--- config.mk ---
export PLATFORM = sky130hd
export DESIGN_NAME = pipe_ctrl
export DESIGN_NICKNAME = d
export VERILOG_FILES = /design/src/rtl/mips_defs.sv /design/src/rtl/pipe_ctrl_md_timer.sv /design/src/rtl/pipe_ctrl.sv
export SDC_FILE = /design/constraint.sdc
export NUM_CORES = 1
export LEC_CHECK = 0
export CAP_MARGIN = 20
export CORE_ASPECT_RATIO = 0.7
export CORE_MARGIN = 3
export CORE_UTILIZATION = 35
export CTS_CLUSTER_DIAMETER = 30
export DETAILED_ROUTE_END_ITERATION = 8
export PLACE_DENSITY_LB_ADDON = 0.2
export RECOVER_POWER = 100
export SKIP_CTS_REPAIR_TIMING = 1
export SLEW_MARGIN = 15
export SYNTH_ARGS = -nofsm -noshare
export SYNTH_HDL_FRONTEND = slang
export SYNTH_SLANG_ARGS = --single-unit
--- constraint.sdc ---
create_clock -name clk -period 2.2 [get_ports clk]
set_input_delay 0.33 -clock clk [delete_from_list [all_inputs] [get_ports clk]]
set_output_delay 0.33 -clock clk [all_outputs]
set_load 0.01 [all_outputs]
--- src/rtl/mips_defs.sv ---
`default_nettype none
// ============================================================================
//  Package     : mips_defs
//  Description : Shared constants and types for the MIPS pipeline control
//                unit: stall-vector layout, stall patterns, exception vector
//                and the pipe_ctrl state encoding.
//  Revision    : 1.0 - initial release
// ============================================================================
package mips_defs;

  localparam int STALL_W = 6;
  localparam int CNT_W   = 6;

  // Bit positions inside the stall vector
  localparam int STL_PC = 0;
  localparam int STL_IF = 1;
  localparam int STL_ID = 2;
  localparam int STL_EX = 3;
  localparam int STL_WB = 4;

  // Stall patterns: holding PC..ID bubbles EX, holding PC..EX bubbles MEM
  localparam logic [STALL_W-1:0] STALL_NONE  = 6'b000000;
  localparam logic [STALL_W-1:0] STALL_LDUSE = 6'b000111;
  localparam logic [STALL_W-1:0] STALL_MD    = 6'b001111;

  localparam logic [31:0] EXC_VECTOR = 32'hBFC0_0380;

  typedef enum logic [0:0] {
    ST_RUN     = 1'b0,
    ST_MD_BUSY = 1'b1
  } pc_state_e;

  // Countdown start value: the request cycle itself is the first stall cycle
  function automatic logic [CNT_W-1:0] md_load_val(input logic is_div,
                                                   input int   mult_cycles,
                                                   input int   div_cycles);
    return is_div ? CNT_W'(div_cycles - 1) : CNT_W'(mult_cycles - 1);
  endfunction

endpackage
`default_nettype wire

--- src/rtl/pipe_ctrl_md_timer.sv ---
`default_nettype none
// ============================================================================
//  Module      : md_timer
//  Description : Loadable 6-bit down-counter tracking remaining MULT/DIV
//                occupancy of EX. Clear beats load beats decrement; the
//                count never wraps below zero.
//  Revision    : 1.0 - initial release
// ============================================================================
module md_timer
  import mips_defs::*;
(
  input  logic             clk,
  input  logic             rst,
  input  logic             load,
  input  logic [CNT_W-1:0] load_val,
  input  logic             dec,
  input  logic             clr,
  output logic [CNT_W-1:0] cnt,
  output logic             busy,
  output logic             zero
);

  logic [CNT_W-1:0] r_cnt;

  // Countdown register, cleared asynchronously by the active-low reset
  always_ff @(posedge clk or negedge rst) begin
    if (!rst) begin
      r_cnt <= '0;
    end else if (clr) begin
      r_cnt <= '0;
    end else if (load) begin
      r_cnt <= load_val;
    end else if (dec && (r_cnt != '0)) begin
      r_cnt <= r_cnt - 1'b1;
    end
  end

  assign cnt  = r_cnt;
  assign zero = (r_cnt == '0);
  assign busy = ~zero;

endmodule
`default_nettype wire

--- src/rtl/pipe_ctrl.sv ---
`default_nettype none
// ============================================================================
//  Module      : pipe_ctrl
//  Description : Pipeline hold/flush controller for the five-stage MIPS core.
//                Load-use hazard detection, MULT/DIV EX occupancy sequencing
//                and MEM-stage exception flush.
//                Optional macro PIPE_CTRL_PERF_EN adds saturating stall and
//                flush cycle counters.
//  Revision    : 1.0 - initial release
// ============================================================================
module pipe_ctrl
  import mips_defs::*;
#(
  parameter int          MULT_CYCLES = 4,
  parameter int          DIV_CYCLES  = 34,
  parameter logic [31:0] EXC_VECTOR  = mips_defs::EXC_VECTOR
) (
  input  logic               clk,
  input  logic               rst,
  input  logic [4:0]         id_rs_addr,
  input  logic [4:0]         id_rt_addr,
  input  logic               id_rs_rd,
  input  logic               id_rt_rd,
  input  logic               ex_is_load,
  input  logic [4:0]         ex_wd_addr,
  input  logic               ex_md_req,
  input  logic               ex_md_div,
  input  logic               mem_excp,
  output logic [STALL_W-1:0] stall,
  output logic               flush,
  output logic [31:0]        new_pc,
  output logic               md_done
`ifdef PIPE_CTRL_PERF_EN
  ,
  output logic [31:0]        perf_stall_cnt,
  output logic [31:0]        perf_flush_cnt
`endif
);

  pc_state_e          r_state;
  pc_state_e          w_state_nxt;
  logic [STALL_W-1:0] w_stall;
  logic               w_flush;
  logic               w_load;
  logic               w_dec;
  logic               w_clr;
  logic               w_load_use;
  logic [CNT_W-1:0]   w_cnt;
  logic               w_busy;
  logic               w_zero;

  // $0 is hard-wired, so a load targeting it can never create a hazard
  assign w_load_use = ex_is_load && (ex_wd_addr != 5'd0) &&
                      ((id_rs_rd && (id_rs_addr == ex_wd_addr)) ||
                       (id_rt_rd && (id_rt_addr == ex_wd_addr)));

  md_timer u_md_timer (
    .clk      (clk),
    .rst      (rst),
    .load     (w_load),
    .load_val (md_load_val(ex_md_div, MULT_CYCLES, DIV_CYCLES)),
    .dec      (w_dec),
    .clr      (w_clr),
    .cnt      (w_cnt),
    .busy     (w_busy),
    .zero     (w_zero)
  );

  // State register
  always_ff @(posedge clk or negedge rst) begin
    if (!rst) begin
      r_state <= ST_RUN;
    end else begin
      r_state <= w_state_nxt;
    end
  end

  // Next-state and hold/flush decode; exception > MULT/DIV > load-use
  always_comb begin
    w_state_nxt = r_state;
    w_stall     = STALL_NONE;
    w_flush     = 1'b0;
    w_load      = 1'b0;
    w_dec       = 1'b0;
    w_clr       = 1'b0;
    case (r_state)
      ST_RUN: begin
        if (mem_excp) begin
          w_flush = 1'b1;
        end else if (ex_md_req) begin
          w_stall     = STALL_MD;
          w_load      = 1'b1;
          w_state_nxt = ST_MD_BUSY;
        end else if (w_load_use) begin
          w_stall = STALL_LDUSE;
        end
      end
      ST_MD_BUSY: begin
        if (mem_excp) begin
          w_flush     = 1'b1;
          w_clr       = 1'b1;
          w_state_nxt = ST_RUN;
        end else if (w_busy) begin
          w_stall = STALL_MD;
          w_dec   = 1'b1;
        end else begin
          w_state_nxt = ST_RUN;
        end
      end
      default: begin
        w_state_nxt = ST_RUN;
      end
    endcase
  end

  // Combinational outputs are forced quiet while reset is held
  assign stall   = rst ? w_stall : STALL_NONE;
  assign flush   = rst & w_flush;
  assign new_pc  = flush ? EXC_VECTOR : 32'h0000_0000;
  // Registered-state only: last MD_BUSY cycle with the countdown expired
  assign md_done = (r_state == ST_MD_BUSY) && w_zero;

`ifdef PIPE_CTRL_PERF_EN
  logic [31:0] r_perf_stall;
  logic [31:0] r_perf_flush;

  // Saturating event counters for stall and flush cycles
  always_ff @(posedge clk or negedge rst) begin
    if (!rst) begin
      r_perf_stall <= '0;
      r_perf_flush <= '0;
    end else begin
      if ((stall != STALL_NONE) && (r_perf_stall != 32'hFFFF_FFFF)) begin
        r_perf_stall <= r_perf_stall + 32'd1;
      end
      if (flush && (r_perf_flush != 32'hFFFF_FFFF)) begin
        r_perf_flush <= r_perf_flush + 32'd1;
      end
    end
  end

  assign perf_stall_cnt = r_perf_stall;
  assign perf_flush_cnt = r_perf_flush;
`else
  // Performance counters not built
`endif

endmodule
`default_nettype wire

==> results.ini <==
[outcome]
status = finished clean

[synth]
async_reset_ff_share_pct = 100
mappedNetlistArea_um2 = 896
synth_most_common_cell = buf_4
synth-xor-area-share_pct = 10.8
synth_top_area_share_pct = 30.2
synthMuxAreaShare_pct = 2.23
ys_types = 33
synth_top_family_by_area = buffers and inverters
netlist_top_cells_count = buf_4 (36), xor2_1 (9), dfrtp_1 (7), nand2_1 (7)
ys_seq_area_share_pct = 19.6
post_synth_main_area_contributors = buf_4 (30%), dfrtp_1 (20%), xor2_1 (8.8%)
yosys_warnings = 0
synth-seq-cells = 7
yosys.area.top_type = buf_4
yosys.area_share.simple_pct = 16.8
ys_dominant_reg_cell = dfrtp_1
syn_area_per_cell_um2 = 8.37
synth_compound_area_share_pct = 14.0
synth_edf_count = 0
synth_fa_ha_area_share_pct = 2.79
syn-instance-count = 107

[place]
dp_cells = 178
dp_hpwl_mm = 1.95
gp_congestion = 0.820
portBuffers = 40

[setup_path]
critPathCaptureType = primary output
critical_path_class = input port to primary output
worstPathArrival_ns = 1.86
crit_path_start_kind = input port
crit_buf_inv = 2
crit_path_max_fanout = 3
crit_chain = clkdlybuf4s50_1 -> or4_1 -> o2111ai_2 -> o21bai_2 -> dlymetal6s2s_1
critPathSlowestCell = or4_1
max_stage_delay_ns = 0.56
critical_path.top_delay_family = buffers and inverters
cp.required_ns = 1.87

[cts]
root_buffer = clkbuf_4
insertion_delay_ns = 0.26
clockBufferDepth = 2
cts_tree = built
cts_buffers = 3
clk_pin_slew_worst_paths_ns = 0.06
clock_sinks = 7
cts_max_level = 1

[sta]
max_freq_ghz = 0.457
worst_clock_skew_ns = 0.00384
setup_viol = 0
finalCriticalPeriod_ns = 2.19
slew_violations = 0
fin_crit_sh_pct = 99.4
grt_setup_unrepaired = yes
hold_viol = 0

[power_and_ir_drop]
power_density_nw_per_um2 = 663
switching_share_pct = 40.0
ir_drop_uv = 419
internal_power_w = 0.000525
p_seq_share_pct = 24.7
pwr-share-comb_pct = 61.4
p_sw_w = 0.000350
clockPowerShare_pct = 13.9
p_leak_nw = 0.663

[routing]
routed-via-count = 787
viasPerCell = 4.30
drt_first_iter_violations = 25
drt_pass1_iterations = 4
antenna_left = 0
drcViolationCount = 0
wl_mm = 2.21
drt-wirelength-per-cell_um = 12.1

[global_route]
track_usage_pct = 14.0
overflow = 0
grt_pass1_wl_mm = 3.36
grt_max_degree = 14
grt_pass1_vias = 693
antenna_found_initial = 0

[cells_and_area]
instances_no_fill = 183
post_route_cells_drive_above_1_share_pct = 18.5
final_util_pct = 57.9
nets = 177
nFillCells = 222
syn_to_final_growth_pct = 47.2
antenna_cells = 0

[floorplan]
die_h_um = 48.3
floorplan.initialDensity_pct = 39.3
fp.dieW_um = 66.5
rows = 14
core_area_um2 = 2280
pin_count = 63
fp.dieArea_um2 = 3210

[hold_path]
min_path_type = input port to async pin

[flow_run]
maxCapViolations = 0

==> power by group through the flow <==
stage / Clock (W) / Combinational (W) / Sequential (W)
after detailed placement: 0 / 0.000524 / 0.000219
after CTS: 0.000125 / 0.000524 / 0.000216
after global placement: 0 / 0.000519 / 0.000218
after global routing: 0.000136 / 0.000584 / 0.000223
after floorplan: 0 / 0.000349 / 0.000214
final: 0.000122 / 0.000537 / 0.000216
==> per-stage QoR <==
step / cell area (µm²) / total power (W) / TNS [ns] / worst slack [ns] / hold slack [ns]
finish: 1320 / 0.000874 / 0 / 0.0126 / 0.164
global placement: 1260 / 0.000737 / -0.965 / -0.322 / 0.575
CTS: 1280 / 0.000865 / -1.48 / -0.407 / 0.300
global route: 1320 / 0.000943 / -0.0229 / -0.0229 / 0.171
floorplan: 975 / 0.000563 / 0 / 0.255 / 0.0344
detailed placement: 1260 / 0.000742 / -1.09 / -0.357 / 0.574
==> cells by family after synthesis <==
| family | Yosys count |
|---|---|
| and+or+nand+nor | 25 |
| xor gates and xnor gates | 11 |
| adders and majority gates | 2 |
| muxes | 2 |
| buffers and inverters | 42 |
| DFF | 7 |
| other | 1 |
| AOI/OAI and AO/OA | 17 |
==> layer usage <==
metal  share of wire, %  up-vias  GRT usage, %
met2                 47       31          21.1
li1                   -      388             -
met3                6.0        2          4.63
met4                1.0        0          4.05
met5                  0        -             0
met1                 46      366          18.9
==> worst register-to-register path: cells and delay by family (launching register included) <==
| family | cells | cell delay, ns |
|---|---|---|
| and+or+nand+nor | 2 | 0.35 |
| AOI/OAI and AO/OA | 2 | 0.38 |
| buffers and inverters | 2 | 0.21 |
| DFF | 1 | 0.38 |
| adders and majority gates | 1 | 0.15 |
==> registers in the layout, summed over array words and instances, names as in the netlist <==
register,cells
r_state,1
u_md_timer.cnt,6
==> cell type report <==
| type | count | area (µm²) | area share, % |
|---|---|---|---|
| repair buffers | 56 | 538 | 40.8 |
| multi-input cells | 79 | 520 | 39.5 |
| flip-flops and latches | 7 | 175 | 13.3 |
| well taps | 32 | 40.0 | 3.04 |
| clock buffers | 4 | 26.3 | 1.99 |
| inverters | 5 | 18.8 | 1.42 |
==> placed cells by master, fill, tap and decap left out, types with 3 or more instances in the layout <==
| master | n |
|---|---|
| a21oi_1 | 4 |
| buf_4 | 14 |
| clkbuf_4 | 3 |
| clkdlybuf4s50_1 | 33 |
| conb_1 | 22 |
| dfrtp_1 | 7 |
| dlymetal6s2s_1 | 5 |
| inv_1 | 5 |
| nand2_1 | 7 |
| nor2_1 | 3 |
| o22ai_1 | 5 |
| xor2_1 | 9 |
==> worst paths after layout <==
path                       slack, ns  cells past startpoint              start                end
min in group clk                0.52                      3           mem_excp            r_state
setup / recovery                0.01                      5      ex_wd_addr[2]           stall[0]
hold / removal                  0.16                      2                rst  u_md_timer.cnt[3]
hold reg to reg                 0.61                      2  u_md_timer.cnt[1]  u_md_timer.cnt[1]
max in group asynchronous       1.52                      2                rst  u_md_timer.cnt[4]
setup reg to reg                0.66                      7  u_md_timer.cnt[0]  u_md_timer.cnt[1]
Note: power is estimated with default switching activity, not from simulation.
